**src/rtl/fetch_stage_if.sv**
```systemverilog
// Fetch-stage bus: hazard control, next-PC input, instruction memory port and F/D outputs.
interface fetch_stage_if;
   logic        stall;
   logic        flush;
   logic [31:0] nextPC;
   logic [31:0] i_inst_rdata;
   logic [31:0] i_inst_addr;
   logic [31:0] F_PC;
   logic [31:0] D_Instr;
   logic [31:0] D_PC;
   logic        D_valid;
   logic [4:0]  D_ExcCode;

   // Driven by the hazard unit, next-PC selector and instruction memory.
   modport master (
      output stall, flush, nextPC, i_inst_rdata,
      input  i_inst_addr, F_PC, D_Instr, D_PC, D_valid, D_ExcCode
   );

   modport slave (
      input  stall, flush, nextPC, i_inst_rdata,
      output i_inst_addr, F_PC, D_Instr, D_PC, D_valid, D_ExcCode
   );
endinterface

```
**src/rtl/fetch_stage.sv**
```systemverilog
// MIPS fetch stage: program counter plus F/D pipeline register with stall/flush.
// Optional fetch address check (AdEL) enabled by defining FETCH_ADDR_CHECK_EN.
module fetch_stage #(
   parameter logic [31:0] RESET_PC = 32'h0000_3000,
   parameter logic [31:0] IM_BASE  = 32'h0000_3000,
   parameter logic [31:0] IM_LIMIT = 32'h0000_6FFF
) (
   input  logic          clk,
   input  logic          reset,
   fetch_stage_if.slave  bus
);

   localparam logic [4:0] EXC_ADEL = 5'd4;

   logic [31:0] f_pc_p0;
   logic [31:0] d_instr_p1;
   logic [31:0] d_pc_p1;
   logic        vld_p1;
   logic [4:0]  d_exc_p1;

   logic        fetch_fault;
   logic [31:0] fetch_instr;
   logic [4:0]  fetch_exc;

   function automatic logic addr_fault(input logic [31:0] pc);
      return (pc[1:0] != 2'b00) || (pc < IM_BASE) || (pc > IM_LIMIT);
   endfunction

`ifdef FETCH_ADDR_CHECK_EN
   assign fetch_fault = addr_fault(f_pc_p0);
`else
   assign fetch_fault = 1'b0;
`endif

   assign fetch_instr = fetch_fault ? 32'd0 : bus.i_inst_rdata;
   assign fetch_exc   = fetch_fault ? EXC_ADEL : 5'd0;

   // Stage F: PC register, advanced from the next-PC selector unless stalled.
   always_ff @(posedge clk or posedge reset) begin
      if (reset) begin
         f_pc_p0 <= RESET_PC;
      end else if (!bus.stall) begin
         f_pc_p0 <= bus.nextPC;
      end
   end

   // Stage F/D: flush beats stall here; the bubble still records its PC for EPC.
   always_ff @(posedge clk or posedge reset) begin
      if (reset) begin
         d_instr_p1 <= 32'd0;
         d_pc_p1    <= 32'd0;
         vld_p1     <= 1'b0;
         d_exc_p1   <= 5'd0;
      end else if (bus.flush) begin
         d_instr_p1 <= 32'd0;
         d_pc_p1    <= f_pc_p0;
         vld_p1     <= 1'b0;
         d_exc_p1   <= 5'd0;
      end else if (!bus.stall) begin
         d_instr_p1 <= fetch_instr;
         d_pc_p1    <= f_pc_p0;
         vld_p1     <= 1'b1;
         d_exc_p1   <= fetch_exc;
      end
   end

   assign bus.i_inst_addr = f_pc_p0;
   assign bus.F_PC        = f_pc_p0;
   assign bus.D_Instr     = d_instr_p1;
   assign bus.D_PC        = d_pc_p1;
   assign bus.D_valid     = vld_p1;
   assign bus.D_ExcCode   = d_exc_p1;

endmodule
```
**src/flat_wrapper.sv**
```systemverilog
// flat-port wrapper written by rule: the top's interface ports become plain ports
module fetch_stage_flat 
#(
   parameter logic [31:0] RESET_PC = 32'h0000_3000,
   parameter logic [31:0] IM_BASE  = 32'h0000_3000,
   parameter logic [31:0] IM_LIMIT = 32'h0000_6FFF
)
  (clk, reset, bus_stall, bus_flush, bus_nextPC, bus_i_inst_rdata, bus_i_inst_addr, bus_F_PC, bus_D_Instr, bus_D_PC, bus_D_valid, bus_D_ExcCode);
  fetch_stage_if bus_i ();
  input  logic clk;
  input  logic reset;
  input wire logic [$bits(bus_i.stall)-1:0] bus_stall;
  input wire logic [$bits(bus_i.flush)-1:0] bus_flush;
  input wire logic [$bits(bus_i.nextPC)-1:0] bus_nextPC;
  input wire logic [$bits(bus_i.i_inst_rdata)-1:0] bus_i_inst_rdata;
  output wire logic [$bits(bus_i.i_inst_addr)-1:0] bus_i_inst_addr;
  output wire logic [$bits(bus_i.F_PC)-1:0] bus_F_PC;
  output wire logic [$bits(bus_i.D_Instr)-1:0] bus_D_Instr;
  output wire logic [$bits(bus_i.D_PC)-1:0] bus_D_PC;
  output wire logic [$bits(bus_i.D_valid)-1:0] bus_D_valid;
  output wire logic [$bits(bus_i.D_ExcCode)-1:0] bus_D_ExcCode;
  assign bus_i.stall = bus_stall;
  assign bus_i.flush = bus_flush;
  assign bus_i.nextPC = bus_nextPC;
  assign bus_i.i_inst_rdata = bus_i_inst_rdata;
  assign bus_i_inst_addr = bus_i.i_inst_addr;
  assign bus_F_PC = bus_i.F_PC;
  assign bus_D_Instr = bus_i.D_Instr;
  assign bus_D_PC = bus_i.D_PC;
  assign bus_D_valid = bus_i.D_valid;
  assign bus_D_ExcCode = bus_i.D_ExcCode;
  fetch_stage #(.RESET_PC(RESET_PC), .IM_BASE(IM_BASE), .IM_LIMIT(IM_LIMIT)) u_core (.clk(clk), .reset(reset), .bus(bus_i));
endmodule
```
**config.mk**
```make
export PLATFORM = sky130hd
export DESIGN_NAME = fetch_stage_flat
export DESIGN_NICKNAME = d
export VERILOG_FILES = /design/src/rtl/fetch_stage_if.sv /design/src/rtl/fetch_stage.sv /design/src/flat_wrapper.sv
export SDC_FILE = /design/constraint.sdc
export NUM_CORES = 1
export LEC_CHECK = 0
export CORE_AREA = 4 4 106 108
export CTS_CLUSTER_DIAMETER = 30
export DETAILED_ROUTE_END_ITERATION = 10
export DIE_AREA = 0 0 110 112
export PLACE_DENSITY = 0.8
export SETUP_SLACK_MARGIN = 0.5
export SLEW_MARGIN = 25
export SYNTH_ARGS = -nofsm -noshare
export SYNTH_HDL_FRONTEND = slang
export SYNTH_SLANG_ARGS = --single-unit
```
**constraint.sdc**
```tcl
create_clock -name clk -period 3.9 [get_ports clk]
set_input_delay 0.78 -clock clk [delete_from_list [all_inputs] [get_ports clk]]
set_output_delay 0.78 -clock clk [all_outputs]
set_load 0.02 [all_outputs]
```
==> results of run 1 <==
-- how the worst max path moves through the flow --
stage,from,endpoint,slack [ps],depth (start not counted)
finish,bus_flush,u_core.bus.D_PC[9],1520,4
global route,bus_flush,u_core.bus.D_PC[9],1470,4
CTS,bus_flush,u_core.bus.D_PC[9],1530,4
detailed placement,bus_flush,u_core.bus.D_PC[9],1150,4
global placement,bus_flush,u_core.bus.D_PC[9],1190,4
floorplan,reset,u_core.bus.D_Instr[0],590,1
-- cells by family after synthesis --
kind of cell           synth area share
other                          0.000908
AND/OR/NAND/NOR                  0.0324
flip-flops                        0.588
buffers and inverters            0.0976
multiplexers                      0.279
AO/OA/AOI/OAI                   0.00121
-- layout make-up --
| type | instances | area share |
|---|---|---|
| tap | 136 | 0.0280 |
| sequential | 97 | 0.400 |
| timing repair buffer | 199 | 0.326 |
| multi-input combinational | 135 | 0.216 |
| inverter | 2 | 0.00206 |
| clock buffer | 12 | 0.0239 |
| clock inverter | 4 | 0.00473 |
-- cell usage in the layout (no fill, tap or decap) --
cell and n:
mux2_2 34, clkdlybuf4s50_1 195, conb_1 5, clkinv_2 1
dfstp_2 2, inv_1 1, a21oi_1 1, nand2b_4 1
buf_4 4, inv_6 2, nor2_1 32, mux2_4 30
clkbuf_8 10, clkinvlp_4 2, dfrtp_1 95, clkbuf_1 2
mux2i_1 32
-- power groups by stage --
| stage | Combinational (mW) | Clock [mW] | Sequential [mW] |
|---|---|---|---|
| 5_1_grt | 0.744 | 0.656 | 1.19 |
| 4_1_cts | 0.716 | 0.607 | 1.18 |
| 6_report | 0.704 | 0.583 | 1.18 |
| 3_5_place_dp | 0.715 | 0 | 1.20 |
| 3_3_place_gp | 0.702 | 0 | 1.19 |
| 2_1_floorplan | 0.279 | 0 | 1.31 |
-- state kept, by name (all words and copies together) (netlist names) --
signal	cells
u_core.bus.D_Instr	32
u_core.bus.D_PC	32
u_core.bus.F_PC	32
u_core.bus.D_valid	1
-- through the flow --
step,area [um2],hold WS (ps)
final,6080,522
after floorplan,4140,602
after detailed placement,5900,494
after global placement,5900,498
after global routing,6080,537
after CTS,6080,524
-- per-layer routing --
| metal | vias up | routed length, um | global-route usage |
|---|---|---|---|
| met1 | 1311 | 3720 | 0.181 |
| met2 | 109 | 5110 | 0.271 |
| met5 | - | 0 | 0 |
| met4 | 0 | 180 | 0.0557 |
| li1 | 1229 | - | - |
| met3 | 15 | 648 | 0.0441 |
==> run summary, run 1 <==
* 1520 ps — worst setup slack after layout
* flip-flop to flip-flop — path category of the worst min-delay check
* 585 — number of cells in the finished layout apart from fillers
* 9 — Num CTS Buffers
* 84 — maximum number of pins on one net before global-route repair
* 9660 um — routed wire length
* 0.0123 mm2 — Die ar.
* 282 — synthesized instance count
* 0 — max-cap check violation count
* 1 — Hold Path Cell Cnt
* 16.5 um — detail-routed net length per standard cell
* 0 — Pins Over Slew Limit
* no — setup repair after global routing missed its margin
* 1.74 mW — internal power
* 11.1 ps — Layout Skew
* 0.725 mW — switching power
* 2.72 nW — P_leak
* u_core.bus.F_PC[24] — R2R Path Start
* 340 ps — clock network latency to the later pin of the worst-skew pair
* 202 — boundary pin count
* 0 ps — final-layout setup total negative slack
* buffers and inverters — dominant delay contributor by cell family on the critical path
* u_core.bus.F_PC[24] — endpoint of the most critical register-to-register path
* 2 — Worst Path Buf+Inv
* 406 mW/mm2 — Cell Pwr Density
* 0.000162 V — maximum resistive drop on vdd
* 7230 um — DPL Wire Length
* 97 — Clock Sink Count
* primary input to flip-flop — critical setup path kind
* 0.294 — switching power as a share of total power
* 0 — post-route antenna net violation count
* 846 — filler cell count in the final layout
* u_core.bus.D_PC[3] — Worst Hold Endpoint
* 97 — number of storage elements in the synthesis netlist
* 0 — diode insertion count for antenna repair
* 0 — Synth Warn #
* 14 — Cell variety after synth
* clkbuf_8 — clock tree root driver cell
* primary input — sort of element at the start of the critical path
* 4120 ps — required time of the critical path
* 0 — Remaining DRCs
* 0 — number of enable flip-flop cells after synthesis
* 0.00413 mm2 — Netlist Area Pre-Place
* 0.588 — post-synthesis sequential area ratio
* 0.286 — part of the total power dissipated in combinational logic
* 0 — total congestion overflow
* 0 — number of resized instances in the post-cts repair step
* 91 — initial detailed-routing violation count
* 0.576 — area share of the largest cell type after synthesis
* dfrtp_1, mux2_4, mux2_2 — synth top area cells
* 590 ps — delay of the slowest critical-path stage
* 0.00243 mm2 — Reg area
* 2664 — DR vias
* 0.609 — Final Cycle Share
* 0.421 GHz — Fmax achieved
* 1.00 — fraction of synthesis flops using an asynchronous set or reset pin
* 2879 — vias in the first global route
* 0.720 — global placement routability congestion
* 0.0102 mm2 — standard cell core area
* 112 um — floorplan die height
* 2600 ps — arrival time of data at the critical path endpoint
* finished clean — result of the run
* done — CTS tree
* flip-flop — endpoint class of the critical path
* 0 — CTS hold repair buffers
* 0.236 — relative contribution of the clock network to total power
* 3 — H-tree levels
* 0.524 — worst slew margin relative to its limit
* dfrtp_1, buf_4, mux2_2 — most frequent cells after synthesis
* 0.00131 mm2 — multi-input gate area in the final layout
* 3090 ps — flop2flop setup slack
* clkdlybuf4s50_1 > buf_4 > nand2b_4 > mux2_2 — cell-by-cell listing of the critical path
* 14900 um — global-route wire length before repair
* 0 — number of setup buffers added after CTS
* 715 ps — transition at the pin with the smallest max-transition slack
* 2 — Max clock buf depth
* dfrtp_1 — cell type contributing the most total cell area after synthesis
* 2.47 mW — Design Power
* 196 — count of input and output buffers
* 34 — CP Max Fanout
* nand2b_4 — CP max stage cell
* 47.2% — layout overhead on the synthesized area
* 0 — Final Hold Viols
* 0.478 — part of the power in registers
* 4.55 — via-per-instance ratio
* 569 — instance count after placement with tap cells included
* 1150 ps — dpl ws
* 80 ps — CTS clock-pin slew for the worst setup and hold paths
* 0.594 — share of the core filled with cells in the final layout
* dfrtp_1 — library cell with the highest instance count after synthesis
* 37 — row cnt
* 0.192 — share of cells above drive strength 1
* 512 — Post-layout nets
* 0.404 — effective utilization at floorplan
* 0 — number of endpoints failing setup at the final stage
* 6 — drt first pass iters
* 110 um — Die Span X
* u_core.bus.D_PC[3] — min-delay src
* 0.156 — combined global-route utilization of all metal layers
* 1 — logic depth of the worst register-to-register path
* dfrtp_1 — Most used DFF post-synth
* 2380 ps — post-layout min period
* 0 — number of antenna violations at the first check in global routing
* 14.6 um2 — Syn Area/Cell
(Power assumes the default switching activity.)
==> run 2, diff against run 1 <==
--- a/config.mk
+++ b/config.mk
@@ -5,11 +5,11 @@
 export SDC_FILE = /design/constraint.sdc
 export NUM_CORES = 1
 export LEC_CHECK = 0
-export CORE_AREA = 4 4 106 108
+export CORE_AREA = 4 4 111 113
 export CTS_CLUSTER_DIAMETER = 30
 export DETAILED_ROUTE_END_ITERATION = 10
-export DIE_AREA = 0 0 110 112
-export PLACE_DENSITY = 0.8
+export DIE_AREA = 0 0 115 117
+export PLACE_DENSITY = 0.76
 export SETUP_SLACK_MARGIN = 0.5
 export SLEW_MARGIN = 25
 export SYNTH_ARGS = -nofsm -noshare
==> constraint.sdc (replaced) <==
create_clock -name clk -period 2.15 [get_ports clk]
set_input_delay 0.43 -clock clk [delete_from_list [all_inputs] [get_ports clk]]
set_output_delay 0.43 -clock clk [all_outputs]
set_load 0.02 [all_outputs]
==> run 2 against run 1 <==
Routed wire length grew 1.4%. Sequential share of layout area down 0.50 points. Via count decreased by 0.49%. Critical path depth fell by 3. Final cell count increased by 1.7%. Core utilization fell by 5.0 points. Final area grew 1.3%. Largest cell class unchanged. Largest power group unchanged. Highest routed layer unchanged.
==> run summary, run 2 (same netlist as run 1, synthesis figures left out) <==
* finished clean — result of the run
* 1180 ps — arrival time of data at the critical path endpoint
* 16.5 um — detail-routed net length per standard cell
* output pin — endpoint class of the critical path
* 4 — CP Max Fanout
* flip-flop — sort of element at the start of the critical path
* 1340 ps — flop2flop setup slack
* 0.748 — Final Cycle Share
* 0 ps — final-layout setup total negative slack
* 49.1% — layout overhead on the synthesized area
* 820 mW/mm2 — Cell Pwr Density
* 0.365 — effective utilization at floorplan
* 196 — count of input and output buffers
* done — CTS tree
* met4 — highest routed metal layer
* 0.622 GHz — Fmax achieved
* 1 — Worst Path Buf+Inv
* 14900 um — global-route wire length before repair
* 0 — CTS hold repair buffers
* 0 — Remaining DRCs
* 0 — number of antenna violations at the first check in global routing
* dfstp_2 — CP max stage cell
* no — setup repair after global routing missed its margin
* 97 — Clock Sink Count
* 60 ps — CTS clock-pin slew for the worst setup and hold paths
* 2 — Max clock buf depth
* dlygate4sd2_1, dfrtp_1, clkdlybuf4s50_1 — commonest cells after routing, fill and taps aside
* 115 um — Die Span X
* 39 — row cnt
* dlygate4sd2_1 — most frequent standard cell in the layout excluding fill and tap cells
* 9790 um — routed wire length
* 7210 um — DPL Wire Length
* 4880 um — sum of met2 wire segment lengths after detailed routing
* flip-flops — dominant delay contributor by cell family on the critical path
* 743 um — total met3 wirelength after detailed routing
* 0.000422 V — maximum resistive drop on vdd
* clkbuf_16 — clock tree root driver cell
* 0 — Final Hold Viols
* 0.740 — global placement routability congestion
* 2787 — vias in the first global route
* 330 ps — clock network latency to the later pin of the worst-skew pair
* 0 — total congestion overflow
* 0 — number of endpoints failing setup at the final stage
* 0 — diode insertion count for antenna repair
* 0 — number of setup buffers added after CTS
* 4 — drt first pass iters
* 51 — maximum number of pins on one net before global-route repair
* 67 — initial detailed-routing violation count
* flip-flop to flip-flop — path category of the worst min-delay check
* 0.201 — share of cells above drive strength 1
* 515 — Post-layout nets
* flip-flop to output pin — critical setup path kind
* 0.143 — combined global-route utilization of all metal layers
* 1610 ps — post-layout min period
* 550 ps — delay of the slowest critical-path stage
* 0.0135 mm2 — Die ar.
* 132 — number of resized instances in the post-cts repair step
* 0.00599 mm2 — DP Area
* clkdlybuf4s15_1 — cell-by-cell listing of the critical path
* 1720 ps — required time of the critical path
* 0 — post-route antenna net violation count
* 202 — boundary pin count
* 4.46 — via-per-instance ratio
* 0.0113 mm2 — standard cell core area
* 3 — H-tree levels
* 0 — max-cap check violation count
* 4.90 ps — Layout Skew
* 4020 um — detailed-routing wirelength on met1
* 0.00616 mm2 — post-route cell area
* 2651 — DR vias
* 9 — Num CTS Buffers
* 117 um — floorplan die height
* 0 — Pins Over Slew Limit
* 3.08 nW — P_leak
-- run 2: final timing paths --
| kind | start | end | cells after the start |
|---|---|---|---|
| max | u_core.bus.F_PC[12] | bus_F_PC[12] | 1 |
| min | u_core.bus.D_PC[8] | u_core.bus.D_PC[8] | 1 |
| max reg2reg | u_core.bus.F_PC[14] | u_core.bus.F_PC[14] | 1 |
| min reg2reg | u_core.bus.D_PC[8] | u_core.bus.D_PC[8] | 1 |
| max in group asynchronous | reset | u_core.bus.F_PC[12] | 3 |
| min in group asynchronous | reset | u_core.bus.D_Instr[16] | 3 |
-- run 2: report_power, final --
| part | internal [mW] | switching (mW) |
|---|---|---|
| logic | 0.543 | 0.579 |
| clock network | 1.14 | 0.662 |
| registers | 2.00 | 0.124 |
-- run 2: area by class of cell --
cell class | count | area (um2)
Fill cell | 976 | 5160
Sequential cell | 97 | 2430
Timing Repair Buffer | 202 | 1890
Multi-Input combinational cell | 135 | 1310
Clock buffer | 11 | 233
Tap cell | 143 | 179
Clock inverter | 5 | 105
Inverter | 2 | 11.3
-- run 2: per-stage QoR --
stage	cells	power, mW	setup WS, ps	hold WS (ps)	utilization
3_3_place_gp	579	3.45	343	498	0.529
4_1_cts	595	5.12	484	504	0.545
5_1_grt	595	5.27	501	509	0.544
3_5_place_dp	579	3.48	336	495	0.529
6_report	595	5.05	541	501	0.544
2_1_floorplan	286	2.87	574	580	-
-- run 2: routing by layer --
layer	vias to the layer above	GRT usage
met1	1287	0.177
met3	13	0.0442
met2	116	0.238
met5	-	0
li1	1235	-
met4	0	0.0485
==> run 3, diff against run 2 <==
--- a/config.mk
+++ b/config.mk
@@ -5,11 +5,11 @@
 export SDC_FILE = /design/constraint.sdc
 export NUM_CORES = 1
 export LEC_CHECK = 0
-export CORE_AREA = 4 4 111 113
+export CORE_AREA = 4 4 106 108
 export CTS_CLUSTER_DIAMETER = 30
 export DETAILED_ROUTE_END_ITERATION = 10
-export DIE_AREA = 0 0 115 117
-export PLACE_DENSITY = 0.76
+export DIE_AREA = 0 0 110 112
+export PLACE_DENSITY = 0.8
 export SETUP_SLACK_MARGIN = 0.5
 export SLEW_MARGIN = 25
 export SYNTH_ARGS = -nofsm -noshare
==> constraint.sdc (replaced) <==
create_clock -name clk -period 1.6 [get_ports clk]
set_input_delay 0.32 -clock clk [delete_from_list [all_inputs] [get_ports clk]]
set_output_delay 0.32 -clock clk [all_outputs]
set_load 0.02 [all_outputs]
==> run 3 against run 2 <==
Total power up 33%. Largest cell class is now non-clock buffers. Critical path depth unchanged. First-iteration DRC count down 4.5%. Sequential share of layout area down 4.5 points. Clock skew up 3.2 ps. Core utilization up 14 points.
==> run summary, run 3 (same netlist as run 1, synthesis figures left out) <==
* finished clean — result of the run
* primary input to asynchronous set/reset pin — path category of the worst min-delay check
* 16700 um — global-route wire length before repair
* 0 — post-route antenna net violation count
* 0.564 — share of cells above drive strength 1
* dfstp_2 — CP max stage cell
* output pin — endpoint class of the critical path
* 16.5 um — detail-routed net length per standard cell
* 252 ps — worst setup slack after layout
* 570 ps — delay of the slowest critical-path stage
* 9 — Num CTS Buffers
* 0 — max-cap check violation count
* 59 — maximum number of pins on one net before global-route repair
* 0.842 — Final Cycle Share
* 699 — filler cell count in the final layout
* 7430 um — DPL Wire Length
* 11000 um — routed wire length
* 962 mW/mm2 — Cell Pwr Density
* 4 — drt first pass iters
* flip-flop to output pin — critical setup path kind
* buf_6 — cell-by-cell listing of the critical path
* 1 — Worst Path Buf+Inv
* 0 — number of endpoints failing setup at the final stage
* 8.06 ps — Layout Skew
* clkbuf_8 — clock tree root driver cell
* 0.316 — part of the total power dissipated in combinational logic
* 64 — initial detailed-routing violation count
* 0 — Pins Over Slew Limit
* buf_6, dfrtp_1, buf_4 — commonest cells after routing, fill and taps aside
* 0.437 — part of the power in registers
* 1350 ps — post-layout min period
* 2987 — DR vias
* yes — setup repair after global routing missed its margin
* -18.3 ps — dpl ws
* 0 — number of antenna violations at the first check in global routing
* 202 — boundary pin count
* 4.79 mW — internal power
* 340 ps — clock network latency to the later pin of the worst-skew pair
* 4.50 — via-per-instance ratio
* 2 — Max clock buf depth
* 0.173 — combined global-route utilization of all metal layers
* flip-flops — dominant delay contributor by cell family on the critical path
* u_core.bus.F_PC[13] — worst setup path start
* u_core.bus.F_PC[26] — R2R Path Start
* 591 — Post-layout nets
* buf_6 — most frequent standard cell in the layout excluding fill and tap cells
* 196 — count of input and output buffers
* 3 — CP Max Fanout
* 0 — total congestion overflow
* 3216 — vias in the first global route
* 3.45 nW — P_leak
* 0.713 — global placement routability congestion
* 110 um — Die Span X
* 1.90 mW — switching power
* done — CTS tree
* 37 — row cnt
* 396 ps — hold slack final
* 6.69 mW — Design Power
* 0.404 — effective utilization at floorplan
* 0 — diode insertion count for antenna repair
* 90 ps — CTS clock-pin slew for the worst setup and hold paths
* 0 — Remaining DRCs
* 0.00604 mm2 — DP Area
* flip-flop — sort of element at the start of the critical path
* 3 — H-tree levels
* 0.0123 mm2 — Die ar.
* 0.247 — relative contribution of the clock network to total power
* 0.0102 mm2 — standard cell core area
* 0.680 — share of the core filled with cells in the final layout
* 97 — Clock Sink Count
* 112 um — floorplan die height
* 1280 ps — required time of the critical path
* 0.00696 mm2 — post-route cell area
* 0.285 — switching power as a share of total power
* 68.6% — layout overhead on the synthesized area
* 0 — Final Hold Viols
* 0.000616 V — maximum resistive drop on vdd
* 0.742 GHz — Fmax achieved
* 1030 ps — arrival time of data at the critical path endpoint
* 0 — CTS hold repair buffers
-- run 3: cell types whose count changed in the layout (fill, tap and decap cells not counted), moves of 3 or more --
cell	delta
buf_6	+130
dlygate4sd2_1	-124
dfrtp_1	-4
buf_12	+3
buf_4	+72
clkbuf_8	+12
clkbuf_16	-9
dfrtp_2	+4
-- run 3: area by class of cell --
| cell class | count | area [um2] | share of cell area |
|---|---|---|---|
| Timing Repair Buffer | 278 | 2830 | 0.406 |
| Multi-Input combinational cell | 135 | 1310 | 0.188 |
| Inverter | 2 | 11.3 | 0.00162 |
| Sequential cell | 97 | 2430 | 0.350 |
| Clock buffer | 14 | 173 | 0.0248 |
| Clock inverter | 2 | 35.0 | 0.00503 |
| Tap cell | 136 | 170 | 0.0244 |
-- run 3: path summary, 6_finish.rpt --
kind / end / slack [ps] / cells past startpoint
worst min-delay path: u_core.bus.D_valid / 400 / 3
max in group asynchronous: u_core.bus.F_PC[12] / 860 / 3
worst max register to register: u_core.bus.F_PC[26] / 530 / 3
worst min register to register: u_core.bus.D_PC[26] / 550 / 1
min in group clk: u_core.bus.D_valid / 510 / 3
worst max-delay path: bus_i_inst_addr[13] / 250 / 1
-- run 3: power by group through the flow --
stage | clock, mW | sequential (mW) | combinational, mW
global route | 1.80 | 2.95 | 2.23
floorplan | 0 | 3.18 | 0.685
global placement | 0 | 2.91 | 1.74
CTS | 1.69 | 2.91 | 2.04
finish | 1.66 | 2.92 | 2.12
detailed placement | 0 | 2.92 | 1.78
-- run 3: timing repair --
item / 4_1_cts / 5_1_grt
pin swaps: 0 / 0
setup buffers: 51 / 22
hold endpoints to repair: 0 / 0
gates resized for setup: 766 / 14
endpoints found under the setup margin: 161 / 129
-- run 3: stage by stage --
stage               setup TNS, ps  instances
finish                          0        664
global route                    0        664
CTS                             0        642
detailed placement           -110        575
global placement            -53.9        575
floorplan                       0        286
-- run 3: metal layers --
| layer | track usage | share of wire |
|---|---|---|
| met2 | 0.301 | 0.53 |
| met3 | 0.0435 | 0.078 |
| met5 | 0 | 0 |
| met4 | 0.0532 | 0.014 |
| met1 | 0.207 | 0.38 |
